`src/rtl/rom68k_pkg.sv`:
```
// Shared definitions for the 68k boot/code ROM arbiter.
//  state_e : arbiter sequencing states (IDLE -> ISSUE -> WAIT -> DONE)
//  grant_e : which requester owns the current ROM access
//  ROM_AW  : default ROM word-address width (1024 x 16 ROM)
package rom68k_pkg;

    typedef enum logic [1:0] {
        IDLE  = 2'd0,
        ISSUE = 2'd1,
        WAIT  = 2'd2,
        DONE  = 2'd3
    } state_e;

    typedef enum logic {
        GNT_CPU = 1'b0,
        GNT_DBG = 1'b1
    } grant_e;

    localparam int ROM_AW = 10;

endpackage

```
`src/rtl/rom68k_arb_rr_arb2.sv`:
```
// Two-way round-robin pick (purely combinational).
// Ports:
//  cpu_req, dbg_req : pending requests
//  last_grant       : side served most recently
//  pick_valid       : at least one request pending
//  pick_grant       : chosen side; on a tie the side that was not served last
module rr_arb2
    import rom68k_pkg::*;
(
    input  logic   cpu_req,
    input  logic   dbg_req,
    input  grant_e last_grant,
    output logic   pick_valid,
    output grant_e pick_grant
);

    always_comb begin
        pick_valid = cpu_req | dbg_req;
        pick_grant = GNT_CPU;
        if (cpu_req && dbg_req) begin
            pick_grant = (last_grant == GNT_CPU) ? GNT_DBG : GNT_CPU;
        end else if (dbg_req) begin
            pick_grant = GNT_DBG;
        end
    end

endmodule

```
`src/rtl/rom68k_arb.sv`:
```
// Arbiter sharing the single-port 68k boot/code ROM between the CPU boot-fetch
// path and the debug/loader path. One ROM read is outstanding at a time; the
// returned word is registered into the granted side's data register and
// signalled with a one-cycle ack. A watchdog turns a missing ROM reply into
// an error reply carrying ERR_DATA.
// Ports:
//  clk, rst              : clock, synchronous active-high reset
//  cpu_req/addr/ack/data : CPU read handshake (req held until ack)
//  dbg_req/addr/ack/data : debug read handshake (same rules)
//  rom_req/addr          : ROM read strobe (one pulse) and held address
//  rom_ack/data          : ROM reply
//  timeout_err           : pulses together with an error ack
module rom68k_arb
    import rom68k_pkg::*;
#(
    parameter int          AW       = ROM_AW,
    parameter int          TIMEOUT  = 15,
    parameter logic [15:0] ERR_DATA = 16'hFFFF
) (
    input  logic          clk,
    input  logic          rst,
    input  logic          cpu_req,
    input  logic [AW-1:0] cpu_addr,
    output logic          cpu_ack,
    output logic [15:0]   cpu_data,
    input  logic          dbg_req,
    input  logic [AW-1:0] dbg_addr,
    output logic          dbg_ack,
    output logic [15:0]   dbg_data,
    output logic          rom_req,
    output logic [AW-1:0] rom_addr,
    input  logic          rom_ack,
    input  logic [15:0]   rom_data,
    output logic          timeout_err
);

    // Last WAIT cycle count before the error exit is taken.
    localparam logic [7:0] WDOG_LAST = 8'(TIMEOUT - 1);

    state_e        state_q,       state_d;
    grant_e        grant_q,       grant_d;
    grant_e        last_grant_q,  last_grant_d;
    logic [AW-1:0] rom_addr_q,    rom_addr_d;
    logic          rom_req_q,     rom_req_d;
    logic [7:0]    wdog_q,        wdog_d;
    logic [15:0]   cpu_data_q,    cpu_data_d;
    logic [15:0]   dbg_data_q,    dbg_data_d;
    logic          cpu_ack_q,     cpu_ack_d;
    logic          dbg_ack_q,     dbg_ack_d;
    logic          timeout_err_q, timeout_err_d;

    logic   pick_valid;
    grant_e pick_grant;

    rr_arb2 u_rr_arb2 (
        .cpu_req    (cpu_req),
        .dbg_req    (dbg_req),
        .last_grant (last_grant_q),
        .pick_valid (pick_valid),
        .pick_grant (pick_grant)
    );

    always_comb begin
        state_d       = state_q;
        grant_d       = grant_q;
        last_grant_d  = last_grant_q;
        rom_addr_d    = rom_addr_q;
        wdog_d        = wdog_q;
        cpu_data_d    = cpu_data_q;
        dbg_data_d    = dbg_data_q;
        // Strobe-type outputs are high for exactly one cycle.
        rom_req_d     = 1'b0;
        cpu_ack_d     = 1'b0;
        dbg_ack_d     = 1'b0;
        timeout_err_d = 1'b0;

        case (state_q)
            IDLE: begin
                if (pick_valid) begin
                    grant_d    = pick_grant;
                    rom_addr_d = (pick_grant == GNT_CPU) ? cpu_addr : dbg_addr;
                    // Registered so that rom_req is high during ISSUE.
                    rom_req_d  = 1'b1;
                    state_d    = ISSUE;
                end
            end
            ISSUE: begin
                wdog_d  = 8'd0;
                state_d = WAIT;
            end
            WAIT: begin
                wdog_d = wdog_q + 8'd1;
                // A real reply wins over a watchdog expiry in the same cycle.
                if (rom_ack) begin
                    if (grant_q == GNT_CPU) begin
                        cpu_data_d = rom_data;
                        cpu_ack_d  = 1'b1;
                    end else begin
                        dbg_data_d = rom_data;
                        dbg_ack_d  = 1'b1;
                    end
                    state_d = DONE;
                end else if (wdog_q == WDOG_LAST) begin
                    if (grant_q == GNT_CPU) begin
                        cpu_data_d = ERR_DATA;
                        cpu_ack_d  = 1'b1;
                    end else begin
                        dbg_data_d = ERR_DATA;
                        dbg_ack_d  = 1'b1;
                    end
                    timeout_err_d = 1'b1;
                    state_d       = DONE;
                end
            end
            DONE: begin
                last_grant_d = grant_q;
                state_d      = IDLE;
            end
            default: begin
                state_d = IDLE;
            end
        endcase
    end

    always_ff @(posedge clk) begin
        if (rst) begin
            state_q       <= IDLE;
            grant_q       <= GNT_CPU;
            last_grant_q  <= GNT_DBG;
            rom_addr_q    <= '0;
            rom_req_q     <= 1'b0;
            wdog_q        <= 8'd0;
            cpu_data_q    <= 16'd0;
            dbg_data_q    <= 16'd0;
            cpu_ack_q     <= 1'b0;
            dbg_ack_q     <= 1'b0;
            timeout_err_q <= 1'b0;
        end else begin
            state_q       <= state_d;
            grant_q       <= grant_d;
            last_grant_q  <= last_grant_d;
            rom_addr_q    <= rom_addr_d;
            rom_req_q     <= rom_req_d;
            wdog_q        <= wdog_d;
            cpu_data_q    <= cpu_data_d;
            dbg_data_q    <= dbg_data_d;
            cpu_ack_q     <= cpu_ack_d;
            dbg_ack_q     <= dbg_ack_d;
            timeout_err_q <= timeout_err_d;
        end
    end

    assign rom_req     = rom_req_q;
    assign rom_addr    = rom_addr_q;
    assign cpu_ack     = cpu_ack_q;
    assign cpu_data    = cpu_data_q;
    assign dbg_ack     = dbg_ack_q;
    assign dbg_data    = dbg_data_q;
    assign timeout_err = timeout_err_q;

endmodule

```
`config.mk`:
```
export PLATFORM = sky130hd
export DESIGN_NAME = rom68k_arb
export DESIGN_NICKNAME = d
export VERILOG_FILES = /design/src/rtl/rom68k_pkg.sv /design/src/rtl/rom68k_arb_rr_arb2.sv /design/src/rtl/rom68k_arb.sv
export SDC_FILE = /design/constraint.sdc
export NUM_CORES = 1
export LEC_CHECK = 0
export CELL_PAD_IN_SITES_DETAIL_PLACEMENT = 1
export CELL_PAD_IN_SITES_GLOBAL_PLACEMENT = 2
export CORE_MARGIN = 2
export CORE_UTILIZATION = 27
export DETAILED_ROUTE_END_ITERATION = 10
export MAX_ROUTING_LAYER = met4
export PLACE_DENSITY = 0.89
export SYNTH_ARGS = -nofsm -noshare
export SYNTH_HDL_FRONTEND = slang
export SYNTH_SLANG_ARGS = --single-unit
```
`constraint.sdc`:
```
create_clock -name clk -period 1.8 [get_ports clk]
set_input_delay 0.36 -clock clk [delete_from_list [all_inputs] [get_ports clk]]
set_output_delay 0.36 -clock clk [all_outputs]
set_load 0.005 [all_outputs]
```
# Word-level counts from Yosys, hierarchy flattened
# Cells that the tools add are included.
[op_classes]
n_reduce_logical = 11
mux = 25
n_bitwise = 4
addsub = 1
eq_ne = 6
[ops]
columns = ["op", "n"]
rows = [
  ["$mux W16", 8],
  ["$pmux W8 S2", 1],
  ["$mux W1", 11],
  ["$mux W10", 1],
  ["$add A8 B1 Y8 const B", 1],
  ["$eq A8 B4 Y1 const B", 1],
  ["$pmux W2 S4", 1],
  ["$mux W2", 3],
  ["$reduce_and A3 Y1", 2],
  ["$eq A2 B2 Y1 const B", 2],
  ["$reduce_and A2 Y1", 2],
  ["$reduce_bool A2 Y1", 2],
  ["$reduce_or A2 Y1", 2],
  ["$ne A3 B3 Y1 const B", 1],
  ["$not A1 Y1", 3],
  ["$reduce_or A3 Y1", 1],
  ["$eq A2 B1 Y1 const B", 1],
  ["$logic_not A2 Y1", 1],
  ["$ne A2 B2 Y1 const B", 1],
  ["$logic_and A1 B1 Y1", 1],
  ["$or A1 B1 Y1", 1],
]
[totals]
elab_cells = 58
register_bits = 58
output_inout_bits = 46
input_bits = 41

# Logic depth before layout (Yosys ltp)
# Gate-level depths: netlist of the first run.
[depth]
ltp_word = 4
depth_mapped = 6
ltp_nobuf = 5

# Cells and area by module
# Synthesis of the first run repeated with hierarchy kept, for this count alone.
[hier_totals]
hier_cells = 313
hier_area_um2 = 2782.7
[modules_own_cells]
columns = ["mod", "cells_per_inst", "seq_area_each_um2", "area_each_um2", "instances"]
rows = [
  ["rom68k_arb", 311, 1161.1, 2768.9, 1],
  ["rr_arb2", 2, 0.0, 13.8, 1],
]

# Worst setup path before layout of the first run
# OpenSTA, ideal clock, no wires.
[synth_timing]
path_type = "register to register"
from = "register state_q[0]"
to = "register dbg_data_q[0], in the netlist dbg_data[0]"
stages_incl_launch_ff = 7
arrival_ns = 1.436
path_buffers = 2
setup_time_ns = 0.117
setup_slack_ns = 0.247
cell_sequence = "dfxtp_1 inv_1 ha_1 clkbuf_1 clkbuf_1 a31oi_1 o2bb2ai_1"
[synth_between]
elab_chain_len = 2
[synth_lines]
columns = ["element", "line_no", "rtl"]
rows = [
  ["start, declared", "rom68k_arb.sv:40", "state_e state_q, state_d;"],
  ["start signal, assigned", "rom68k_arb.sv:139", "state_q <= state_d;"],
  ["$eq A2 B2 Y1", "rom68k_arb.sv:77", "case (state_q)"],
  ["$reduce_and A3 Y1 (no source line)", "n/a", ""],
  ["end signal, assigned", "rom68k_arb.sv:146", "dbg_data_q <= dbg_data_d;"],
  ["end, declared", "rom68k_arb.sv:47", "logic [15:0] dbg_data_q, dbg_data_d;"],
]
# No other way between the ends.
# A chain may end at the register's enable or synchronous reset.

# Worst setup path in the final report of the first run
[layout_timing]
from = "register state_q[0]"
to = "register cpu_data_q[15], in the netlist cpu_data[15]"
[layout_between]
elab_chain_len = 2
[layout_lines]
columns = ["element", "line_no", "rtl"]
rows = [
  ["$eq A2 B2 Y1", "rom68k_arb.sv:77", ""],
  ["$reduce_and A3 Y1 (no source line)", "n/a", ""],
  ["end signal, assigned", "rom68k_arb.sv:145", "cpu_data_q <= cpu_data_d;"],
  ["end, declared", "rom68k_arb.sv:46", "logic [15:0] cpu_data_q, cpu_data_d;"],
]
# No other way between the ends.

==> results.tsv, run 1 <==
metric	value	unit
status	completed	
clk slew on worst S/H paths	0.07	ns
final setup fails	0	
post-synthesis area per instance	9.45	um^2
CP Capture Type	register	
clk root buf	clkbuf_8	
Worst-Margin Slew	0.494	ns
drt wl/cell	16.3	um
worst-path fanout max	33	
total number of vias	2646	
Max-Cap Viols	0	
Max Clock Skew	0.00610	ns
startpoint class of the critical path	register	
GRT Util Overall	16.8	%
vias per inst	5.17	
final slew viol count	0	
Max Clk Rate	577	MHz
hold slack	0.467	ns
clock tree buffer depth	2	
Synth warnings	0	
GR Overflow Total	0	
CP top delay family	compound AO/OA/AOI/OAI gates	
drt drc	0	
routability cong.	0.754	
Chip Height	103	um
Nets	421	
internal reg-to-reg setup slack	0.07	ns
Starting DRT DRC Count	68	
Die Wd	103	um
initial antenna violation count	0	
Worst path slowest cell	dfxtp_1	
drt pass-1 iters	4	
die area	10700	um^2
Max-slew headroom	67.1	%
CTS HTree Levels	3	
filler instances	1152	
leading area contributor after synthesis	dfxtp_1	
vias in the first global route	2780	
global-route wire length before repair	13.6	mm
Post-Synthesis Cells	282	
Power Dens Cells	1050	nW/um^2
CP arrival	1.93	ns
CP Cell Sequence	inv_1 -> ha_4 -> nand2b_1 -> buf_12 -> o311ai_1 -> o41ai_1	
Worst Path Buf+Inv	2	
RSZ-0062 raised after global routing	true	
TritonCTS clock tree	built	
Multi-input gate area	1390	um^2
Unique masters post-synth	35	
Req. time, crit path	2.00	ns
largest net degree at the start of global routing	60	
Seq cells post-synth	58	
CTS Sinks	58	
WS Path Type	register to register	
Routed Wire Length	8.34	mm
Area contributors post-synth	dfxtp_1 (44%), o2bb2ai_1 (5.3%), o311ai_0 (5.3%), o41ai_1 (5.3%), or3_1 (4.7%)	
area fraction of the dominant cell type after synthesis	43.6	%
Antenna Violating Nets Remaining	0	
initial core utilization	27.5	%
final period utilization	96.2	%
Syn Nets	329	
Area growth syn-to-layout	49.5	%
Tmin final	1.73	ns
Port Buffer Count	86	
fraction of layout cells with a size suffix above 1	11.9	%
Leakage Power	1.35	nW
Final HPWL DP	5.77	mm
Area after DPL	3750	um^2
Tightest Hold Check Type	register to register	
Register Area	1160	um^2
Mapped Area	2670	um^2
worst vdd rail ir drop	0.494	mV
sequential area share after synthesis	43.6	%
Core Area	9680	um^2
Worst-Skew Late Latency	0.34	ns
post-route cell area	3980	um^2
CP max stage delay	0.34	ns
number of antenna diodes	0	
Num CTS Buffers	9	
Fin. Hold Viols	0	
row count	36	
I/O pin cnt	87	
[final timing paths]
path,cells after the start,from,endpoint
setup / recovery,6,state_q[0]$_SDFFE_PP0P_,cpu_data[15]$_SDFFE_PP0P_
hold reg to reg,1,dbg_data[2]$_SDFFE_PP0P_,dbg_data[2]$_SDFFE_PP0P_
hold / removal,1,dbg_data[2]$_SDFFE_PP0P_,dbg_data[2]$_SDFFE_PP0P_
setup reg to reg,6,state_q[0]$_SDFFE_PP0P_,cpu_data[15]$_SDFFE_PP0P_
[what timing repair did]
action | CTS | global route
setup endpoints to repair | 8 | 21
buffers inserted | 0 | 2
hold buffers | 0 | 0
gates resized for setup | 2 | 8
pin swaps | 0 | 1
[per-layer routing]
layer	routed length, um	up-vias	GRT usage [%]
met1	3660	1287	20.0
met3	369	13	4.37
li1	-	1275	-
met4	145	0	4.96
met2	4160	71	27.9
met5	0	-	-
[flip-flops by register name, indices dropped and copies added (netlist names)]
register      cells
cpu_data         16
dbg_data         16
rom_addr         10
wdog_q            8
state_q           2
cpu_ack           1
dbg_ack           1
grant_q           1
last_grant_q      1
rom_req           1
timeout_err       1
[final cells by class]
class,count,share of cell area (%)
Tap cell,133,4.18
Clock inverter,6,1.44
Timing Repair Buffer,108,26.6
Sequential cell,58,29.2
Inverter,7,0.660
Clock buffer,10,3.20
Multi-Input combinational cell,190,34.8
[Yosys cell counts]
master     number
a2111o_1        1
a2111oi_0       1
a211oi_1        1
a21boi_0        1
a21oi_1        15
a21oi_2         1
a22oi_1         1
a31oi_1        16
and3b_1         1
buf_1           2
buf_2           2
buf_4           1
buf_6           2
clkbuf_1       20
dfxtp_1        58
ha_1            6
inv_1           7
mux2i_1        11
nand2_1         8
nand2b_1        2
nand3_1         3
nand4_1         6
nor2_1          5
nor2b_1        17
nor3_1          4
nor3b_1         1
nor4b_4         1
o21a_1          1
o21ai_0        15
o2bb2ai_1      16
o311ai_0       16
o41ai_1        16
or3_1          20
or3b_2          1
xor2_1          3
[per-stage QoR]
stage | std cells | setup slack [ns] | util [%] | total power, W | setup TNS (ns)
after global routing | 512 | -0.0608 | 41.1 | 0.00446 | -0.408
after CTS | 510 | 0.0440 | 40.7 | 0.00416 | 0
after floorplan | 282 | 0.247 | - | 0.00224 | 0
after detailed placement | 494 | -0.140 | 38.7 | 0.00297 | -1.22
after global placement | 494 | -0.00802 | 38.7 | 0.00291 | -0.0151
final | 512 | 0.0678 | 41.1 | 0.00419 | 0
[cells in the final DEF, fill, tap and decap left out, types with 7 or more instances in the layout]
| master | n |
|---|---|
| o2bb2ai_1 | 16 |
| clkdlybuf4s50_1 | 85 |
| or3_1 | 20 |
| nor2b_1 | 17 |
| nand2_1 | 8 |
| clkbuf_8 | 9 |
| o41ai_1 | 16 |
| o311ai_0 | 12 |
| inv_1 | 7 |
| buf_4 | 19 |
| mux2i_1 | 11 |
| dfxtp_1 | 57 |
| a31oi_1 | 16 |
| a21oi_1 | 15 |
| o21ai_0 | 15 |
[report_power, final]
group / internal (W) / switching (W) / leakage, nW
combinational: 0.000726 / 0.000709 / 0.786
sequential: 0.00147 / 0.000123 / 0.472
clock: 0.000629 / 0.000528 / 0.0958
total: 0.00283 / 0.00136 / 1.35
[cells by family after synthesis]
family                     count (synthesis)  share of synthesized area [%]
xor gates and xnor gates                   3                          0.986
buffers and inverters                     34                           5.59
AOI/OAI and AO/OA                        101                           27.4
and+or+nand+nor                           69                           15.5
DFF                                       58                           43.6
muxes                                     11                           4.13
adders and majority gates                  6                           2.82
No activity file was read; power rests on OpenSTA's default activity.
==> run 2, diff against run 1 <==
--- a/config.mk
+++ b/config.mk
@@ -8,10 +8,11 @@
 export CELL_PAD_IN_SITES_DETAIL_PLACEMENT = 1
 export CELL_PAD_IN_SITES_GLOBAL_PLACEMENT = 2
 export CORE_MARGIN = 2
-export CORE_UTILIZATION = 27
+export CORE_UTILIZATION = 28
+export CTS_BUF_LIST = sky130_fd_sc_hd__clkbuf_8
 export DETAILED_ROUTE_END_ITERATION = 10
 export MAX_ROUTING_LAYER = met4
-export PLACE_DENSITY = 0.89
+export PLACE_DENSITY = 0.91
 export SYNTH_ARGS = -nofsm -noshare
 export SYNTH_HDL_FRONTEND = slang
 export SYNTH_SLANG_ARGS = --single-unit
==> results.tsv, run 2 (synthesized netlist as in run 1, its figures left out) <==
metric	value	unit
vias in the first global route	2761	
die area	10300	um^2
Worst-Margin Slew	0.493	ns
Tightest Hold Check Type	register to register	
clock tree buffer depth	2	
Antenna Violating Nets Remaining	0	
Setup WS pre-CTS	-0.0908	ns
number of antenna diodes	0	
hold_buf cts	0	
Power Dens Cells	1080	nW/um^2
Max-Cap Viols	0	
total number of vias	2623	
drt wl/cell	16.5	um
fraction of layout cells with a size suffix above 1	12.6	%
clk root buf	clkbuf_8	
final setup fails	0	
Routed Wire Length	8.41	mm
switching power total	0.00133	W
startpoint class of the critical path	register	
commonest non-fill, non-tap cell in the layout	clkdlybuf4s50_1	
CP top delay family	compound AO/OA/AOI/OAI gates	
GR Overflow Total	0	
Worst Path Buf+Inv	2	
total power	0.00431	W
Sequential Power Share	36.6	%
met3 WL post-DR	256	um
Max Clock Skew	0.00752	ns
Gate power share	32.4	%
CP Cell Sequence	inv_1 -> ha_1 -> nor4b_4 -> a21oi_2 -> buf_4 -> o41ai_1	
commonest non-fill, non-tap cells in the layout	clkdlybuf4s50_1 (85), dfxtp_1 (57), buf_4 (22), or3_1 (20), nor2b_1 (17)	
CP max stage delay	0.36	ns
drt drc	0	
Req. time, crit path	2.02	ns
CTS HTree Levels	3	
Fin. Hold Viols	0	
Top Metal Used	met4	
CP Capture Type	register	
Starting DRT DRC Count	78	
final setup TNS	0	ns
GRT Util Overall	17.4	%
clock group share of total power	31.0	%
WS Path Type	register to register	
final core occ	43.3	%
status	completed	
final slew viol count	0	
initial antenna violation count	0	
Area growth syn-to-layout	50.1	%
Die Wd	102	um
Worst-Skew Late Latency	0.33	ns
Num CTS Buffers	9	
Max Clk Rate	600	MHz
CTS Sinks	58	
TritonCTS clock tree	built	
Port Buffer Count	86	
sw frac	31.0	%
Final HPWL DP	5.93	mm
Chip Height	102	um
Worst path slowest cell	o41ai_1	
Max-slew headroom	67.1	%
I/O pin cnt	87	
row count	35	
worst-path fanout max	10	
filler instances	1052	
clk slew on worst S/H paths	0.07	ns
met2 wire len	4.21	mm
worst vdd rail ir drop	0.459	mV
largest net degree at the start of global routing	59	
CP arrival	1.89	ns
Worst Slack Setup Final	0.132	ns
Core Area	9240	um^2
Nets	423	
final period utilization	92.6	%
vias per inst	5.14	
routability cong.	0.768	
drt pass-1 iters	4	
Internal Dissipation	0.00297	W
hold slack	0.479	ns
RSZ-0062 raised after global routing	false	
Tmin final	1.67	ns
Leakage Power	1.38	nW
initial core utilization	28.8	%
metal1 wirelength	3.82	mm
global-route wire length before repair	13.6	mm
[run 2: metal layers]
layer | track usage (%) | vias up
met2 | 28.7 | 60
li1 | - | 1285
met5 | - | -
met1 | 21.2 | 1269
met3 | 2.42 | 9
met4 | 6.86 | 0
[run 2: repair_timing]
| item | 4_1_cts | 5_1_grt |
|---|---|---|
| endpoints found under the setup margin | 1 | 22 |
| setup buffers | 0 | 3 |
| pin swaps | 0 | 1 |
| hold endpoints to repair | 0 | 0 |
| resized for setup | 1 | 9 |
[run 2: final cells by class]
cell class / count / area, um^2 / area share [%]
Clock buffer: 10 / 138 / 3.44
Clock inverter: 6 / 81.3 / 2.03
Inverter: 7 / 26.3 / 0.657
Multi-Input combinational cell: 190 / 1370 / 34.3
Sequential cell: 58 / 1160 / 29.1
Tap cell: 129 / 161 / 4.04
Timing Repair Buffer: 110 / 1060 / 26.5
[run 2: worst register-to-register path, stage by stage, from the launching register on]
cell,delay [ns]
dfxtp_1,0.31
inv_1,0.09
ha_1,0.15
nor4b_4,0.30
a21oi_2,0.13
buf_4,0.20
o41ai_1,0.36
[run 2: worst paths after layout]
path	from	to	slack (ns)	cells past startpoint
worst max register to register	wdog_q[0]$_SDFFE_PP0P_	cpu_data[3]$_SDFFE_PP0P_	0.13	6
worst min register to register	dbg_data[13]$_SDFFE_PP0P_	dbg_data[13]$_SDFFE_PP0P_	0.48	1
worst max-delay path	wdog_q[0]$_SDFFE_PP0P_	cpu_data[3]$_SDFFE_PP0P_	0.13	6
worst min-delay path	dbg_data[13]$_SDFFE_PP0P_	dbg_data[13]$_SDFFE_PP0P_	0.48	1
[run 2: power groups by stage]
stage,clock [W],combinational [W],sequential [W]
CTS,0.00136,0.00139,0.00157
finish,0.00133,0.00140,0.00158
floorplan,0,0.000643,0.00159
global route,0.00142,0.00154,0.00160
detailed placement,0,0.00138,0.00160
global placement,0,0.00133,0.00159
[run 2: through the flow]
stage          cell area, um^2  cells
6_report                  4000    510
5_1_grt                   4000    510
3_3_place_gp              3740    491
4_1_cts                   3960    507
3_5_place_dp              3740    491
2_1_floorplan             2670    282
==> run 3, diff against run 2 <==
--- a/config.mk
+++ b/config.mk
@@ -8,11 +8,11 @@
 export CELL_PAD_IN_SITES_DETAIL_PLACEMENT = 1
 export CELL_PAD_IN_SITES_GLOBAL_PLACEMENT = 2
 export CORE_MARGIN = 2
-export CORE_UTILIZATION = 28
+export CORE_UTILIZATION = 30
 export CTS_BUF_LIST = sky130_fd_sc_hd__clkbuf_8
 export DETAILED_ROUTE_END_ITERATION = 10
 export MAX_ROUTING_LAYER = met4
-export PLACE_DENSITY = 0.91
+export PLACE_DENSITY = 0.95
 export SYNTH_ARGS = -nofsm -noshare
 export SYNTH_HDL_FRONTEND = slang
 export SYNTH_SLANG_ARGS = --single-unit
==> constraint.sdc (replaced) <==
create_clock -name clk -period 2 [get_ports clk]
set_input_delay 0.4 -clock clk [delete_from_list [all_inputs] [get_ports clk]]
set_output_delay 0.4 -clock clk [all_outputs]
set_load 0.005 [all_outputs]
==> results.tsv, run 3 (synthesized netlist as in run 1, its figures left out) <==
metric	value	unit
Area growth syn-to-layout	43.7	%
drt pass-1 iters	4	
Port Buffer Count	86	
TritonCTS clock tree	built	
Die Wd	98.3	um
commonest non-fill, non-tap cell in the layout	clkdlybuf4s50_1	
start point of the critical path	wdog_q[0]$_SDFFE_PP0P_	
worst vdd rail ir drop	0.378	mV
Tightest Hold Check Type	register to register	
routability cong.	0.737	
Power Dens Cells	922	nW/um^2
startpoint class of the critical path	register	
fraction of layout cells with a size suffix above 1	8.85	%
Routed Wire Length	8.20	mm
worst reg2reg path depth	6	
Core Area	8680	um^2
status	completed	
GR Overflow Total	0	
Worst-Margin Slew	0.555	ns
Worst-Skew Late Latency	0.33	ns
drt drc	0	
GRT Util Overall	18.0	%
CP top delay family	compound AO/OA/AOI/OAI gates	
final setup fails	0	
CP Capture Type	register	
RSZ-0062 raised after global routing	false	
Max Clk Rate	549	MHz
CTS HTree Levels	3	
Max-Cap Viols	0	
CTS Sinks	58	
Fin. Hold Viols	0	
final slew viol count	0	
Max Clock Skew	0.00990	ns
hold slack	0.466	ns
clock tree buffer depth	2	
final setup TNS	0	ns
number of antenna diodes	0	
die area	9650	um^2
Critical Path Stages	6	
PostCTS Resize Cnt	0	
row count	34	
Worst R2R End	cpu_data[13]$_SDFFE_PP0P_	
Worst Path Buf+Inv	2	
Req. time, crit path	2.22	ns
initial core utilization	30.7	%
hold_buf cts	0	
worst-path fanout max	34	
clk root buf	clkbuf_8	
CP arrival	2.04	ns
CP max stage delay	0.38	ns
Final HPWL DP	5.93	mm
Nets	415	
Worst path slowest cell	nor4b_4	
initial antenna violation count	0	
global-route wire length before repair	13.8	mm
Post-CTS Setup Bufs	0	
vias per inst	5.43	
commonest non-fill, non-tap cells in the layout	clkdlybuf4s50_1 (85), dfxtp_1 (58), or3_1 (20), nor2b_1 (17)	
drt wl/cell	17.0	um
final period utilization	91.1	%
vias in the first global route	2809	
Antenna Violating Nets Remaining	0	
CP Cell Sequence	inv_1 -> ha_1 -> nor4b_4 -> a21oi_2 -> buf_12 -> o41ai_1	
Starting DRT DRC Count	74	
Chip Height	98.3	um
Critical R2R Launch	wdog_q[0]$_SDFFE_PP0P_	
I/O pin cnt	87	
Worst Setup EP	cpu_data[13]$_SDFFE_PP0P_	
Num CTS Buffers	9	
total number of vias	2612	
largest net degree at the start of global routing	35	
Tmin final	1.82	ns
WS Path Type	register to register	
clk slew on worst S/H paths	0.07	ns
Leakage Power	1.31	nW
internal reg-to-reg setup slack	0.18	ns
Max-slew headroom	62.9	%
-- run 3: metrics by stage --
stage | cells | worst slack [ns] | power [W] | area (um^2) | utilization [%]
after floorplan | 282 | 0.439 | 0.00201 | 2670 | -
after global placement | 465 | 0.224 | 0.00258 | 3670 | 42.2
after detailed placement | 465 | 0.129 | 0.00264 | 3670 | 42.2
after CTS | 481 | 0.163 | 0.00358 | 3830 | 44.1
after global routing | 481 | 0.0157 | 0.00376 | 3830 | 44.1
final | 481 | 0.178 | 0.00353 | 3830 | 44.1
-- run 3: how the worst min path moves through the flow --
stage / end / start / slack [ns] / cells past startpoint
2_1_floorplan: last_grant_q$_SDFFE_PP1N_ / last_grant_q$_SDFFE_PP1N_ / 0.44 / 2
3_3_place_gp: dbg_data[8]$_SDFFE_PP0P_ / dbg_data[8]$_SDFFE_PP0P_ / 0.45 / 1
3_5_place_dp: dbg_data[2]$_SDFFE_PP0P_ / dbg_data[2]$_SDFFE_PP0P_ / 0.45 / 1
4_1_cts: dbg_data[2]$_SDFFE_PP0P_ / dbg_data[2]$_SDFFE_PP0P_ / 0.47 / 1
5_1_grt: dbg_data[0]$_SDFFE_PP0P_ / dbg_data[0]$_SDFFE_PP0P_ / 0.49 / 1
6_report: dbg_data[1]$_SDFFE_PP0P_ / dbg_data[1]$_SDFFE_PP0P_ / 0.47 / 1
-- run 3: per-layer routing --
layer  routed length, um  share of wire [%]  GRT usage (%)
met5                   0                  0              -
met4                  81               0.99           5.48
met3                 460                5.6           4.72
met2                4010                 49           29.2
met1                3650                 44           22.2
-- run 3: cell type report --
type	instances	area [um^2]
fill	1031	4850
multi-input combinational	190	1360
sequential	58	1160
timing repair buffer	102	988
clock buffer	10	138
tap	108	135
clock inverter	6	26.3
inverter	7	26.3
-- run 3: power by group --
group	total (W)	leakage (nW)	internal (W)	switching [W]
Combinational	0.00118	0.742	0.000568	0.000613
Sequential	0.00143	0.472	0.00132	0.000110
Clock	0.000920	0.0996	0.000463	0.000457
Total	0.00353	1.31	0.00235	0.00118
